### src/rtl/ps2_pkg.sv
// PS/2 keyboard shared definitions: scan codes, receiver/decoder state
// encodings, key index map and the default frame timeout.
package ps2_pkg;

  localparam int TIMEOUT_DEFAULT = 50000;

  // Prefix and key scan codes (set 2)
  localparam logic [7:0] SC_BREAK = 8'hF0;
  localparam logic [7:0] SC_EXT   = 8'hE0;
  localparam logic [7:0] SC_W     = 8'h1D;
  localparam logic [7:0] SC_S     = 8'h1B;
  localparam logic [7:0] SC_A     = 8'h1C;
  localparam logic [7:0] SC_D     = 8'h23;
  localparam logic [7:0] SC_SPACE = 8'h29;
  localparam logic [7:0] SC_ENTER = 8'h5A;
  localparam logic [7:0] SC_UP    = 8'h75;
  localparam logic [7:0] SC_DOWN  = 8'h72;
  localparam logic [7:0] SC_LEFT  = 8'h6B;
  localparam logic [7:0] SC_RIGHT = 8'h74;

  // Bit positions in the press vector
  localparam int NUM_KEYS  = 6;
  localparam int KEY_W     = 0;
  localparam int KEY_S     = 1;
  localparam int KEY_A     = 2;
  localparam int KEY_D     = 3;
  localparam int KEY_SPACE = 4;
  localparam int KEY_ENTER = 5;

  typedef enum logic [1:0] {RX_IDLE, RX_DATA, RX_PARITY, RX_STOP} rx_state_t;
  typedef enum logic [1:0] {D_IDLE, D_BREAK, D_EXT, D_EXTBRK} dec_state_t;

  // One-hot press mask for a plain scan code (zero when unmapped)
  function automatic logic [NUM_KEYS-1:0] key_map(input logic [7:0] code);
    logic [NUM_KEYS-1:0] m;
    m = '0;
    case (code)
      SC_W:     m[KEY_W]     = 1'b1;
      SC_S:     m[KEY_S]     = 1'b1;
      SC_A:     m[KEY_A]     = 1'b1;
      SC_D:     m[KEY_D]     = 1'b1;
      SC_SPACE: m[KEY_SPACE] = 1'b1;
      SC_ENTER: m[KEY_ENTER] = 1'b1;
      default:  m = '0;
    endcase
    return m;
  endfunction

  // One-hot press mask for the code following an E0 prefix
  function automatic logic [NUM_KEYS-1:0] arrow_map(input logic [7:0] code);
    logic [NUM_KEYS-1:0] m;
    m = '0;
    case (code)
      SC_UP:    m[KEY_W] = 1'b1;
      SC_DOWN:  m[KEY_S] = 1'b1;
      SC_LEFT:  m[KEY_A] = 1'b1;
      SC_RIGHT: m[KEY_D] = 1'b1;
      default:  m = '0;
    endcase
    return m;
  endfunction

endpackage

### src/rtl/ps2_rx.sv
// PS/2 frame receiver: synchronizes the raw bus, samples one bit per
// falling ps2_clk edge and checks start/parity/stop. valid/err are
// single-cycle strobes in the cycle the stop edge (or timeout) is seen;
// rx_byte holds the assembled data byte while valid is high.
module ps2_rx
  import ps2_pkg::*;
#(
  parameter int TIMEOUT_CYCLES = TIMEOUT_DEFAULT
) (
  input  logic       clk,
  input  logic       rst,
  input  logic       ps2_clk,
  input  logic       ps2_data,
  output logic [7:0] rx_byte,
  output logic       valid,
  output logic       err
);

  localparam int TW = $clog2(TIMEOUT_CYCLES + 1);

  logic [1:0]  sync_clk_q, sync_clk_d;
  logic [1:0]  sync_dat_q, sync_dat_d;
  logic        clk_prev_q, clk_prev_d;
  rx_state_t   state_q, state_d;
  logic [2:0]  bit_cnt_q, bit_cnt_d;
  logic [7:0]  shift_q, shift_d;
  logic        par_q, par_d;
  logic [TW-1:0] to_cnt_q, to_cnt_d;

  logic fall;
  logic din;

  assign din     = sync_dat_q[1];
  assign fall    = clk_prev_q & ~sync_clk_q[1];
  assign rx_byte = shift_q;

  // Synchronizers, edge history and frame state; bus idles high
  always_ff @(posedge clk or negedge rst) begin
    if (!rst) begin
      sync_clk_q <= 2'b11;
      sync_dat_q <= 2'b11;
      clk_prev_q <= 1'b1;
      state_q    <= RX_IDLE;
      bit_cnt_q  <= '0;
      shift_q    <= '0;
      par_q      <= 1'b0;
      to_cnt_q   <= '0;
    end else begin
      sync_clk_q <= sync_clk_d;
      sync_dat_q <= sync_dat_d;
      clk_prev_q <= clk_prev_d;
      state_q    <= state_d;
      bit_cnt_q  <= bit_cnt_d;
      shift_q    <= shift_d;
      par_q      <= par_d;
      to_cnt_q   <= to_cnt_d;
    end
  end

  // Bit sampling, frame checks and the inter-edge timeout
  always_comb begin
    sync_clk_d = {sync_clk_q[0], ps2_clk};
    sync_dat_d = {sync_dat_q[0], ps2_data};
    clk_prev_d = sync_clk_q[1];
    state_d    = state_q;
    bit_cnt_d  = bit_cnt_q;
    shift_d    = shift_q;
    par_d      = par_q;
    valid      = 1'b0;
    err        = 1'b0;

    if (state_q == RX_IDLE || fall) to_cnt_d = '0;
    else                            to_cnt_d = to_cnt_q + 1'b1;

    if (fall) begin
      case (state_q)
        RX_IDLE: begin
          // a sampled 1 here is noise or a stray edge; wait for a real start
          if (!din) begin
            state_d   = RX_DATA;
            bit_cnt_d = '0;
          end
        end
        RX_DATA: begin
          shift_d   = {din, shift_q[7:1]};
          bit_cnt_d = bit_cnt_q + 1'b1;
          if (bit_cnt_q == 3'd7) state_d = RX_PARITY;
        end
        RX_PARITY: begin
          par_d   = din;
          state_d = RX_STOP;
        end
        RX_STOP: begin
          if (din && (^{shift_q, par_q})) valid = 1'b1;
          else                            err   = 1'b1;
          state_d = RX_IDLE;
        end
        default: state_d = RX_IDLE;
      endcase
    end else if (state_q != RX_IDLE && to_cnt_q == TW'(TIMEOUT_CYCLES - 1)) begin
      err      = 1'b1;
      state_d  = RX_IDLE;
      to_cnt_d = '0;
    end
  end

endmodule

### src/rtl/ps2_keys.sv
// PS/2 keyboard front end: frame receiver plus make/break decoder that
// tracks WASD, space and enter as held-key levels.
// Optional: KEY_ARROW_EN maps the extended arrow keys onto w/s/a/d.
module ps2_keys
  import ps2_pkg::*;
#(
  parameter int TIMEOUT_CYCLES = TIMEOUT_DEFAULT
) (
  input  logic       clk,
  input  logic       rst,
  input  logic       ps2_clk,
  input  logic       ps2_data,
  output logic       w_press,
  output logic       s_press,
  output logic       a_press,
  output logic       d_press,
  output logic       space_press,
  output logic       enter_press,
  output logic [7:0] scan_code,
  output logic       code_valid,
  output logic       frame_err
);

  logic [7:0] rx_byte;
  logic       rx_valid;
  logic       rx_err;

  ps2_rx #(.TIMEOUT_CYCLES(TIMEOUT_CYCLES)) u_rx (
    .clk      (clk),
    .rst      (rst),
    .ps2_clk  (ps2_clk),
    .ps2_data (ps2_data),
    .rx_byte  (rx_byte),
    .valid    (rx_valid),
    .err      (rx_err)
  );

  dec_state_t          dec_q, dec_d;
  logic [NUM_KEYS-1:0] keys_q, keys_d;
  logic [7:0]          scan_code_q, scan_code_d;
  logic                code_valid_q, code_valid_d;
  logic                frame_err_q, frame_err_d;

  // Decoder state and registered outputs
  always_ff @(posedge clk or negedge rst) begin
    if (!rst) begin
      dec_q        <= D_IDLE;
      keys_q       <= '0;
      scan_code_q  <= '0;
      code_valid_q <= 1'b0;
      frame_err_q  <= 1'b0;
    end else begin
      dec_q        <= dec_d;
      keys_q       <= keys_d;
      scan_code_q  <= scan_code_d;
      code_valid_q <= code_valid_d;
      frame_err_q  <= frame_err_d;
    end
  end

  // Make/break decode; press levels move in the same cycle as code_valid
  always_comb begin
    dec_d        = dec_q;
    keys_d       = keys_q;
    scan_code_d  = scan_code_q;
    code_valid_d = 1'b0;
    frame_err_d  = 1'b0;

    if (rx_err) begin
      // a broken frame may have eaten a prefix; resync without touching keys
      frame_err_d = 1'b1;
      dec_d       = D_IDLE;
    end else if (rx_valid) begin
      code_valid_d = 1'b1;
      scan_code_d  = rx_byte;
      case (dec_q)
        D_IDLE: begin
          if (rx_byte == SC_BREAK)    dec_d = D_BREAK;
          else if (rx_byte == SC_EXT) dec_d = D_EXT;
          else                        keys_d = keys_q | key_map(rx_byte);
        end
        D_BREAK: begin
          keys_d = keys_q & ~key_map(rx_byte);
          dec_d  = D_IDLE;
        end
        D_EXT: begin
          if (rx_byte == SC_BREAK) begin
            dec_d = D_EXTBRK;
          end else begin
`ifdef KEY_ARROW_EN
            keys_d = keys_q | arrow_map(rx_byte);
`endif
            dec_d = D_IDLE;
          end
        end
        D_EXTBRK: begin
`ifdef KEY_ARROW_EN
          keys_d = keys_q & ~arrow_map(rx_byte);
`endif
          dec_d = D_IDLE;
        end
        default: dec_d = D_IDLE;
      endcase
    end
  end

  assign w_press     = keys_q[KEY_W];
  assign s_press     = keys_q[KEY_S];
  assign a_press     = keys_q[KEY_A];
  assign d_press     = keys_q[KEY_D];
  assign space_press = keys_q[KEY_SPACE];
  assign enter_press = keys_q[KEY_ENTER];
  assign scan_code   = scan_code_q;
  assign code_valid  = code_valid_q;
  assign frame_err   = frame_err_q;

endmodule

### config.mk
export PLATFORM = sky130hd
export DESIGN_NAME = ps2_keys
export DESIGN_NICKNAME = d
export VERILOG_FILES = /design/src/rtl/ps2_pkg.sv /design/src/rtl/ps2_rx.sv /design/src/rtl/ps2_keys.sv
export SDC_FILE = /design/constraint.sdc
export NUM_CORES = 1
export LEC_CHECK = 0
export CORE_MARGIN = 2
export CORE_UTILIZATION = 59
export DETAILED_ROUTE_END_ITERATION = 8
export PLACE_DENSITY = 0.79
export SYNTH_ARGS = -nofsm -noshare
export SYNTH_HDL_FRONTEND = slang
export SYNTH_SLANG_ARGS = --single-unit
### constraint.sdc
create_clock -name clk -period 4 [get_ports clk]
set_input_delay 0.6 -clock clk [delete_from_list [all_inputs] [get_ports clk]]
set_output_delay 0.6 -clock clk [all_outputs]
set_load 0.02 [all_outputs]
# Word-level counts from Yosys, hierarchy flattened
# Index checks and enable logic that the tools add are counted.
[word_totals] regBits=53 latchBits=0 ram_bits=0 mem_bits_ro=0 inputBits=4 mem_count=0
[op_classes] n_addsub=2 mul=0 div=0 magnitude_cmp=0 n_eq_ne=22 n_shift=0 muxes=83 n_bitwise=6 reduce_logical=19
[op_table] cell="$mux W1" n=64
[op_table] cell="$mux W16" n=3
[op_table] cell="$eq A8 B5 Y1 const B" n=3
[op_table] cell="$mux W2" n=9
[op_table] cell="$add A16 B1 Y16 const B" n=1
[op_table] cell="$eq A16 B16 Y1 const B" n=1
[op_table] cell="$eq A8 B6 Y1 const B" n=2
[op_table] cell="$eq A8 B8 Y1 const B" n=2
[op_table] cell="$mux W6" n=2
[op_table] cell="$pmux W6 S2" n=1
[op_table] cell="$reduce_bool A2 Y1" n=5
[op_table] cell="$reduce_xor A9 Y1" n=1
[op_table] cell="$eq A2 B2 Y1 const B" n=4
[op_table] cell="$eq A8 B7 Y1 const B" n=1
[op_table] cell="$pmux W2 S4" n=1
[op_table] cell="$reduce_and A2 Y1" n=4
[op_table] cell="$and A6 B6 Y6" n=1
[op_table] cell="$ne A2 B2 Y1 const B" n=3
[op_table] cell="$ne A3 B3 Y1 const B" n=2
[op_table] cell="$not A6 Y6" n=1
[op_table] cell="$or A6 B6 Y6" n=1
[op_table] cell="$pmux W2 S3" n=1
[op_table] cell="$pmux W3 S2" n=1
[op_table] cell="$reduce_and A3 Y1" n=2
[op_table] cell="12 further kinds" n=16

# Logic depth before layout (Yosys ltp)
# Gate-level depths: netlist of the first run.
[logic_depth] word_depth=11 ltp_mapped=7 mapped_depth_nobuf=6

# Hierarchy
# Synthesis of the first run repeated with hierarchy kept, for this count alone.
[unflattened] cells_unflattened=226 hier_area_um2=2571.2
[modules_own_cells] module="ps2_rx" instances=1 cells_per_inst=161 area_per_inst_um2=1737.9 seq_area_each_um2=882.1
[modules_own_cells] module="ps2_keys" instances=1 cells_per_inst=65 area_per_inst_um2=833.3 seq_area_each_um2=450.4

# Worst setup path after synthesis of the first run
# No wires, ideal clock.
[synth_path] path_type="reg2reg" start="register u_rx.shift_q[6], in the netlist u_rx.rx_byte[6]" end="register with a tool-made name" setup_ns=0.125 arrival_time_ns=1.880 required_time_ns=3.875 path_slack_ns=1.995 path_stages_with_launch=7 path_cell_list="dfrtp_1 -> clkbuf_1 -> xnor2_1 -> xnor3_2 -> mux2i_4 -> nor3_2 -> mux2_4"
[synth_lines] element="start: declaration" line="ps2_rx.sv:26" source="logic [7:0] shift_q, shift_d;"
[synth_lines] element="start signal: assignment" line="ps2_rx.sv:54" source="shift_q <= shift_d;"

# Final worst setup path of the first run
[layout_path] start="register u_rx.to_cnt_q[5]" end="register u_rx.to_cnt_q[8]"
[layout_via] elab_chain_len=4 elab_cells_between_ends=6
[layout_lines] element="start: declaration" line="ps2_rx.sv:28" source="logic [TW-1:0] to_cnt_q, to_cnt_d;"
[layout_lines] element="start signal: assignment" line="ps2_rx.sv:56" source="to_cnt_q <= to_cnt_d;"
[layout_lines] element="$add A16 B1 Y16 or $eq A16 B16 Y1 (tied branches)" line="ps2_rx.sv:73, ps2_rx.sv:100"
[layout_lines] element="$mux W16 or $logic_and A1 B1 Y1 (tied branches)" line="ps2_rx.sv:72, ps2_rx.sv:100"
[layout_lines] element="$mux W16" line="ps2_rx.sv:100" source="end else if (state_q != RX_IDLE && to_cnt_q == TW'(TIMEOUT_CYCLES - 1)) begin"
[layout_lines] element="$mux W16 (*)" line="ps2_rx.sv:75" source="if (fall) begin"
[layout_lines] element="via u_rx.to_cnt_d[8]" line="ps2_rx.sv:28"
# The timed path passes the listed nets; every way through them passes the cells marked *.
# A chain may end at the register's enable or synchronous reset.

==> results.yml, run 1 <==
sta:
  fin_setup_tns_ns: 0
  hold_violations: 0
  fin_crit_ns: 2.18
  timing.hold.ws_ns: 0.358
  grt_setup_unrepaired: "false"
  period_share_pct: 54.4
  final-max-slew-violation-count: 0
  slew-limit-headroom_pct: 57.3
  tightestPinTransition_ns: 0.640
  setup_violations: 0
  fin_skew_ns: 0.00886
  clock.fmax_mhz: 459
clock_tree:
  cts_tree: "yes"
  cts.clk_slew.worst_paths_ns: 0.08
  max-clock-path-buffers: 2
  cts_buffers: 5
  resized_cells_post_cts: 0
  cts_setup_buffers: 0
  worstSkewPairLatency_ns: 0.30
  clockRootBuffer: "clkbuf_8"
  cts.htree.levels: 2
  hold_buffers: 0
  cts.sinks: 53
setup_path:
  signal_arrival_time_at_the_worst_endpoint_ns: 2.33
  reg2reg_slack_ns: 1.82
  cells_along_the_critical_path: "or4b_2, nor4_4, nand2b_1, nor2_1"
  crit_path_max_fanout: 16
  cell_type_group_with_the_largest_total_delay_on_the_critical_path: "simple AND/OR/NAND/NOR gates"
  crit-reg2reg-launch: "u_rx.to_cnt_q[5]"
  setup.worst_path.end_class: "flip-flop"
  depth_of_the_most_critical_reg_to_reg_path: 4
  reg2reg_to: "u_rx.to_cnt_q[8]"
  worstSetupStartpointType: "flip-flop"
  cp_data_required_time_ns: 4.16
  critical_path.n_buffers_inverters: 0
  crit_path_max_incr_delay_ns: 0.69
  crit_path_top_delay_cell: "or4b_2"
  worst-setup-path-type: "flip-flop to flip-flop"
logic_synthesis:
  synth.yosys.seq_area_share_pct: 53.4
  ys.flop_type: "dfrtp_1"
  number_of_synthesized_flops_with_an_enable_pin: 0
  cell_area_after_synthesis_um2: 2500
  post_synth_net_total: 220
  synth_cell_types: 44
  synth-seq-cells: 53
  ys_warn_count: 0
  postSynthAreaPerCell_um2: 11.9
  synth-async-reset-ratio_pct: 100
  netlist_instances: 209
detailed_routing:
  count_of_unresolved_drc_violations_after_routing: 0
  number_of_detailed_routing_iterations_run_before_antenna_repair: 4
  route.vias.total: 1622
  detail_route.iter0.violations: 147
  final_antenna_net_count: 0
  vias_per_cell: 5.75
  routed_wire_length_per_instance_um: 15.8
  postRouteWirelength_um: 4450
floorplanning:
  rows: 23
  effective_utilization_at_floorplan_pct: 62.0
  fp.dieW_um: 69.0
  io-pin-count: 20
  design.core.area_um2: 4030
  fp.dieArea_um2: 4770
  die_h_um: 69.0
grt:
  global_route.usage.total_pct: 20.6
  grt_overflow_total: 0
  grt_pass1_wl_um: 7970
  number_of_global_route_vias_before_repair: 1726
  antenna_found_initial: 0
  grt_start_max_net_pins: 54
power_and_ir_drop:
  power_spent_charging_and_discharging_nets_mw: 0.416
  fin_total_pwr_mw: 1.29
  p_comb_share_pct: 27.6
  power.density_nw_per_um2: 458
  static-leakage-power_nw: 1.25
  seq_power_share_pct: 50.5
  share_clk_of_total_power_pct: 21.9
  internal-power_mw: 0.872
  vdd.ir_drop.worst_mv: 0.243
  switching_portion_of_total_power_pct: 32.3
final_layout:
  final_cell_area_um2: 2810
  layout.cells.most_common_list: "48 x dfrtp_1, 27 x nor2_1, 22 x mux2_2"
  final_net_count: 242
  antenna_cells: 0
  p_r_area_growth_vs_syn_pct: 12.7
  drive_above_1_share_pct: 19.4
  final_util_pct: 69.8
  most_common_library_cell_in_the_layout_ignoring_fill_and_taps: "dfrtp_1"
placement:
  io_buffers: 19
  gp_congestion: 0.871
  dp.final_hpwl_um: 3250
  placed_area_um2: 2730
min_path:
  min_from: "u_rx.sync_dat_q[0]"
  min_path_cells: 0
  holdPathEnd: "u_rx.sync_dat_q[1]"
  hp-class: "flip-flop to flip-flop"
flow_run:
  timing.max_cap.violations: 0
status:
  outcome: "completed"
-- layout make-up --
type	instances	area [um2]
fillers	286	1220
repair buffers	20	193
clock buffers	6	72.6
inverters	6	22.5
clock inverters	2	10.0
multi-input cells	145	1120
well taps	50	62.6
flip-flops and latches	53	1330
-- worst max path at each step --
stage,to,start,cells after the start,slack (ns)
after floorplan,flip-flop,u_rx.rx_byte[6],6,1.99
after global placement,flip-flop,u_rx.rx_byte[2],5,1.91
after detailed placement,u_rx.to_cnt_q[10],u_rx.to_cnt_q[13],4,1.83
after CTS,u_rx.to_cnt_q[4],u_rx.to_cnt_q[13],4,1.83
after global routing,u_rx.to_cnt_q[12],u_rx.to_cnt_q[5],4,1.67
final,u_rx.to_cnt_q[8],u_rx.to_cnt_q[5],4,1.82
-- logic make-up (layout without fill, tap and decap cells) --
| family | after synthesis | count (layout) | synth area share, % |
|---|---|---|---|
| adder cells (fa/ha/maj) | 7 | 7 | 3.51 |
| buffers and inverters | 11 | 34 | 1.75 |
| AO/OA/AOI/OAI | 14 | 14 | 3.86 |
| AND/OR/NAND/NOR | 80 | 80 | 17.5 |
| XOR/XNOR | 20 | 20 | 8.52 |
| multiplexers | 24 | 24 | 11.4 |
| flip-flops | 53 | 53 | 53.4 |
-- cell usage after synthesis, types with 2 or more instances --
cell      number  area (um2)
nor2_1        27         101
nand3_1       11        55.1
nor2b_1        4        25.0
o21ai_0        5        25.0
nor3_1         4        20.0
mux2_2        22         248
xnor2_1        9        78.8
a32o_1         2        20.0
nand4_1        4        25.0
dfrtp_1       48        1200
dfstp_2        5         131
nand2b_1       2        12.5
ha_1           7        87.6
inv_1          6        22.5
nand4b_1       5        43.8
clkbuf_1       3        11.3
nand2_1       11        41.3
xor2_1         8        70.1
-- routing by layer --
metal / routed length [um] / GRT usage [%]
met5: 0 / 0
met4: 48 / 5.88
met3: 159 / 4.39
met2: 2440 / 39.0
met1: 1800 / 23.0
-- stage by stage --
| stage | cells | setup slack (ns) |
|---|---|---|
| 2_1_floorplan | 209 | 1.99 |
| 3_3_place_gp | 274 | 1.91 |
| 3_5_place_dp | 274 | 1.83 |
| 4_1_cts | 282 | 1.83 |
| 5_1_grt | 282 | 1.67 |
| 6_report | 282 | 1.82 |
-- power groups by stage --
stage / Sequential (mW) / Clock [mW] / Combinational (mW)
floorplan: 0.628 / 0 / 0.310
global placement: 0.656 / 0 / 0.337
detailed placement: 0.662 / 0 / 0.359
CTS: 0.651 / 0.290 / 0.361
global route: 0.659 / 0.314 / 0.392
finish: 0.650 / 0.282 / 0.356
Power figures use the tool's default switching activity.
==> inputs of run 2 (changes only) <==
--- a/config.mk
+++ b/config.mk
@@ -6,9 +6,9 @@
 export NUM_CORES = 1
 export LEC_CHECK = 0
 export CORE_MARGIN = 2
-export CORE_UTILIZATION = 59
+export CORE_UTILIZATION = 57
 export DETAILED_ROUTE_END_ITERATION = 8
-export PLACE_DENSITY = 0.79
+export PLACE_DENSITY = 0.76
 export SYNTH_ARGS = -nofsm -noshare
 export SYNTH_HDL_FRONTEND = slang
 export SYNTH_SLANG_ARGS = --single-unit
==> constraint.sdc (replaced) <==
create_clock -name clk -period 2.2 [get_ports clk]
set_input_delay 0.33 -clock clk [delete_from_list [all_inputs] [get_ports clk]]
set_output_delay 0.33 -clock clk [all_outputs]
set_load 0.02 [all_outputs]
==> results.yml, run 2 (synthesis results as in run 1) <==
power_and_ir_drop:
  share_clk_of_total_power_pct: 21.8
  p_comb_share_pct: 32.0
  static-leakage-power_nw: 1.31
  switching_portion_of_total_power_pct: 32.1
  power_spent_charging_and_discharging_nets_mw: 0.784
  internal-power_mw: 1.66
  vdd.ir_drop.worst_mv: 0.577
  seq_power_share_pct: 46.3
  power.density_nw_per_um2: 833
sta:
  period_share_pct: 94.4
  fin_setup_tns_ns: 0
  setup_violations: 0
  fin_crit_ns: 2.08
  tightestPinTransition_ns: 0.538
  fin_skew_ns: 0.00523
  final-max-slew-violation-count: 0
  timing.hold.ws_ns: -0.0112
  clock.fmax_mhz: 482
  slew-limit-headroom_pct: 64.2
  hold_violations: 12
  grt_setup_unrepaired: "false"
setup_path:
  cp_data_required_time_ns: 2.44
  depth_of_the_most_critical_reg_to_reg_path: 5
  crit_path_max_fanout: 5
  setup.worst_path.end_class: "flip-flop"
  reg2reg_to: "dec_q[1]"
  worstSetupStartpointType: "flip-flop"
  crit-reg2reg-launch: "u_rx.to_cnt_q[5]"
  reg2reg_slack_ns: 0.12
  signal_arrival_time_at_the_worst_endpoint_ns: 2.31
  worst-setup-path-type: "flip-flop to flip-flop"
clock_tree:
  worstSkewPairLatency_ns: 0.31
  clockRootBuffer: "clkbuf_8"
  cts_buffers: 5
  resized_cells_post_cts: 0
  cts_tree: "yes"
  cts.htree.levels: 2
  hold_buffers: 0
  max-clock-path-buffers: 2
  cts.clk_slew.worst_paths_ns: 0.09
  cts_setup_buffers: 0
  cts.sinks: 53
floorplanning:
  fp.dieW_um: 70.2
  fp.dieArea_um2: 4920
  io-pin-count: 20
  rows: 24
  design.core.area_um2: 4290
  effective_utilization_at_floorplan_pct: 58.1
  die_h_um: 70.2
detailed_routing:
  final_antenna_net_count: 0
  route.vias.total: 1657
  count_of_unresolved_drc_violations_after_routing: 0
  postRouteWirelength_um: 4290
  routed_wire_length_per_instance_um: 14.4
  vias_per_cell: 5.56
  number_of_detailed_routing_iterations_run_before_antenna_repair: 4
  detail_route.iter0.violations: 133
placement:
  gp_congestion: 0.844
  io_buffers: 19
  placed_area_um2: 2840
  dp.final_hpwl_um: 3160
grt:
  number_of_global_route_vias_before_repair: 1610
  grt_start_max_net_pins: 26
  antenna_found_initial: 0
  grt_overflow_total: 0
  grt_pass1_wl_um: 7600
  global_route.usage.total_pct: 19.7
final_layout:
  final_net_count: 256
  final_cell_area_um2: 2930
  p_r_area_growth_vs_syn_pct: 17.4
  most_common_library_cell_in_the_layout_ignoring_fill_and_taps: "dfrtp_1"
  drive_above_1_share_pct: 24.4
  layout.cells.most_common_list: "48 x dfrtp_1, 27 x nor2_1, 22 x mux2_2"
  antenna_cells: 0
status:
  outcome: "finished, violations left"
  violated_checks: "hold timing"
min_path:
  hp-class: "input port to asynchronous set/reset pin"
flow_run:
  timing.max_cap.violations: 0
[run 2: changes by cell type in the layout (fill, tap and decap cells not counted), sizes merged]
cell and change:
clkinvlp +2, buf +14, clkinv -2
[run 2: worst max-delay path by stage]
stage                      start  depth (start not counted)         to
6_report        u_rx.to_cnt_q[5]                          5   dec_q[1]
4_1_cts        u_rx.to_cnt_q[13]                          5   dec_q[1]
3_3_place_gp   u_rx.to_cnt_q[13]                          5   dec_q[1]
5_1_grt         u_rx.to_cnt_q[5]                          5   dec_q[1]
3_5_place_dp   u_rx.to_cnt_q[13]                          5   dec_q[1]
2_1_floorplan    u_rx.rx_byte[6]                          6  flip-flop
[run 2: routing by layer]
layer	vias to the layer above	global-route usage, %	part of all wire [%]
li1	798	-	-
met1	820	27.9	50
met2	33	30.1	45
met3	6	5.34	4.1
met4	0	5.77	1.0
met5	-	0	0
[run 2: power by group through the flow]
stage / Sequential [mW] / Combinational [mW] / Clock [mW]
4_1_cts: 1.13 / 0.780 / 0.551
2_1_floorplan: 1.14 / 0.563 / 0
3_5_place_dp: 1.15 / 0.777 / 0
6_report: 1.13 / 0.781 / 0.531
5_1_grt: 1.14 / 0.855 / 0.594
3_3_place_gp: 1.14 / 0.765 / 0
[run 2: critical path: stages (launching register included)]
cell     delay (ns)
dfrtp_1        0.43
or4b_2         0.69
nor4_4         0.30
a22oi_2        0.13
or3_1          0.33
o22ai_1        0.13
[run 2: cell type report]
cell class | instances | area, um2
clock buffers | 6 | 72.6
well taps | 52 | 65.1
inverters | 6 | 22.5
clock inverters | 2 | 15.0
repair buffers | 34 | 298
flip-flops and latches | 53 | 1330
multi-input cells | 145 | 1120
fillers | 314 | 1360
[run 2: metrics by stage]
stage | setup slack, ns | util (%) | power (mW) | cells | hold slack [ns]
after floorplan | 0.195 | - | 1.71 | 209 | 0.0344
after global placement | 0.174 | 66.1 | 1.91 | 290 | 0.341
after detailed placement | 0.0965 | 66.1 | 1.93 | 290 | 0.345
after CTS | 0.0763 | 68.1 | 2.46 | 298 | 0.00368
after global routing | 0.0259 | 68.2 | 2.59 | 298 | 0.0237
final | 0.124 | 68.2 | 2.44 | 298 | -0.0112
==> inputs of run 3 (changes only) <==
--- a/config.mk
+++ b/config.mk
@@ -9,6 +9,7 @@
 export CORE_UTILIZATION = 57
 export DETAILED_ROUTE_END_ITERATION = 8
 export PLACE_DENSITY = 0.76
+export REMOVE_ABC_BUFFERS = 1
 export SYNTH_ARGS = -nofsm -noshare
 export SYNTH_HDL_FRONTEND = slang
 export SYNTH_SLANG_ARGS = --single-unit
==> results.yml, run 3 (synthesis results as in run 1) <==
floorplanning:
  effective_utilization_at_floorplan_pct: 58.1
  fp.dieArea_um2: 4920
  fp.dieW_um: 70.2
  design.core.area_um2: 4290
  io-pin-count: 20
  die_h_um: 70.2
  rows: 24
placement:
  io_buffers: 19
  dp.final_hpwl_um: 3270
  gp_congestion: 0.808
  place_worst_setup_slack_ns: 0.109
  placed_area_um2: 2850
  placed_cells: 291
clock_tree:
  clockRootBuffer: "clkbuf_8"
  cts.sinks: 53
  cts_tree: "yes"
  worstSkewPairLatency_ns: 0.30
  cts.clk_slew.worst_paths_ns: 0.08
  cts_buffers: 5
  hold_buffers: 0
  cts.htree.levels: 2
  cts_setup_buffers: 0
  max-clock-path-buffers: 2
sta:
  period_share_pct: 93.7
  fin_crit_ns: 2.06
  clock.fmax_mhz: 485
  timing.hold.ws_ns: 0.0627
  fin_skew_ns: 0.00676
  setup_ws_ns: 0.139
  tightestPinTransition_ns: 0.694
  slew-limit-headroom_pct: 53.7
  fin_setup_tns_ns: 0
  hold_violations: 0
  setup_violations: 0
  final-max-slew-violation-count: 0
  grt_setup_unrepaired: "false"
setup_path:
  crit_path_max_incr_delay_ns: 0.71
  critical_path.n_buffers_inverters: 0
  signal_arrival_time_at_the_worst_endpoint_ns: 2.29
  worst-setup-path-type: "flip-flop to flip-flop"
  cell_type_group_with_the_largest_total_delay_on_the_critical_path: "simple AND/OR/NAND/NOR gates"
  cells_along_the_critical_path: "or4b_2, nor4_4, a22oi_2, or3_1, o22ai_1"
  setup.worst_path.end_class: "flip-flop"
  cp_data_required_time_ns: 2.43
  crit_path_max_fanout: 5
  crit_path_top_delay_cell: "or4b_2"
  worstSetupStartpointType: "flip-flop"
power_and_ir_drop:
  switching_portion_of_total_power_pct: 31.5
  power.density_nw_per_um2: 857
  power_spent_charging_and_discharging_nets_mw: 0.792
  static-leakage-power_nw: 1.32
  vdd.ir_drop.worst_mv: 0.569
  fin_total_pwr_mw: 2.52
  internal-power_mw: 1.73
  p_comb_share_pct: 33.3
  share_clk_of_total_power_pct: 21.5
  seq_power_share_pct: 45.2
final_layout:
  final_net_count: 257
  instances_no_fill: 298
  final_util_pct: 68.4
  p_r_area_growth_vs_syn_pct: 17.6
  drive_above_1_share_pct: 24.4
  final_cell_area_um2: 2940
  antenna_cells: 0
  layout.cells.most_common_list: "48 x dfrtp_1, 27 x nor2_1, 22 x mux2_2"
  most_common_library_cell_in_the_layout_ignoring_fill_and_taps: "dfrtp_1"
  nFillCells: 339
detailed_routing:
  count_of_unresolved_drc_violations_after_routing: 0
  number_of_detailed_routing_iterations_run_before_antenna_repair: 4
  final_antenna_net_count: 0
  postRouteWirelength_um: 4550
  detail_route.iter0.violations: 87
  vias_per_cell: 5.59
  route.vias.total: 1666
  routed_wire_length_per_instance_um: 15.3
grt:
  grt_overflow_total: 0
  antenna_found_initial: 0
  number_of_global_route_vias_before_repair: 1667
  grt_start_max_net_pins: 33
  global_route.usage.total_pct: 20.5
  grt_pass1_wl_um: 7810
min_path:
  hp-class: "input port to asynchronous set/reset pin"
flow_run:
  timing.max_cap.violations: 0
status:
  outcome: "completed"
-- run 3: repair_timing --
item                                    CTS  global route
endpoints found under the setup margin    0             1
resized for setup                         0             1
endpoints found under the hold margin     0             0
-- run 3: worst register-to-register path, delay by kind of cell (launching register included) --
family	cells	cell delay (ns)
and+or+nand+nor	3	1.32
AOI/OAI and AO/OA	2	0.26
DFF	1	0.41
-- run 3: area by class of cell --
| cell class | count | area, um2 | area share (%) |
|---|---|---|---|
| Clock buffer | 7 | 86.3 | 2.94 |
| Inverter | 6 | 22.5 | 0.767 |
| Multi-Input combinational cell | 145 | 1120 | 38.3 |
| Sequential cell | 53 | 1330 | 45.4 |
| Tap cell | 52 | 65.1 | 2.22 |
| Timing Repair Buffer | 35 | 305 | 10.4 |
-- run 3: worst paths after layout --
kind	start	to	slack, ns	cells past startpoint
worst max-delay path	u_rx.to_cnt_q[13]	dec_q[1]	0.14	5
worst min-delay path	rst	u_rx.bit_cnt_q[0]	0.06	1
worst max register to register	u_rx.to_cnt_q[13]	dec_q[1]	0.14	5
worst min register to register	u_rx.sync_dat_q[0]	u_rx.sync_dat_q[1]	0.36	0
max in group asynchronous	rst	u_rx.sync_dat_q[0]	1.43	2
min in group clk	u_rx.sync_dat_q[0]	u_rx.sync_dat_q[1]	0.36	0
-- run 3: layer usage --
metal	global-route usage [%]	up-vias	share of wire (%)	wire (um)
met4	6.41	0	0.83	38
li1	-	799	-	-
met5	0	-	0	0
met1	28.8	827	48	2180
met3	4.76	4	3.3	150
met2	32.0	36	48	2190
-- run 3: power by group through the flow --
stage	registers, mW	clock network [mW]	logic (mW)
after floorplan	1.16	0	0.519
after global placement	1.15	0	0.812
after detailed placement	1.16	0	0.821
after CTS	1.14	0.563	0.827
after global routing	1.15	0.592	0.907
final	1.14	0.542	0.837
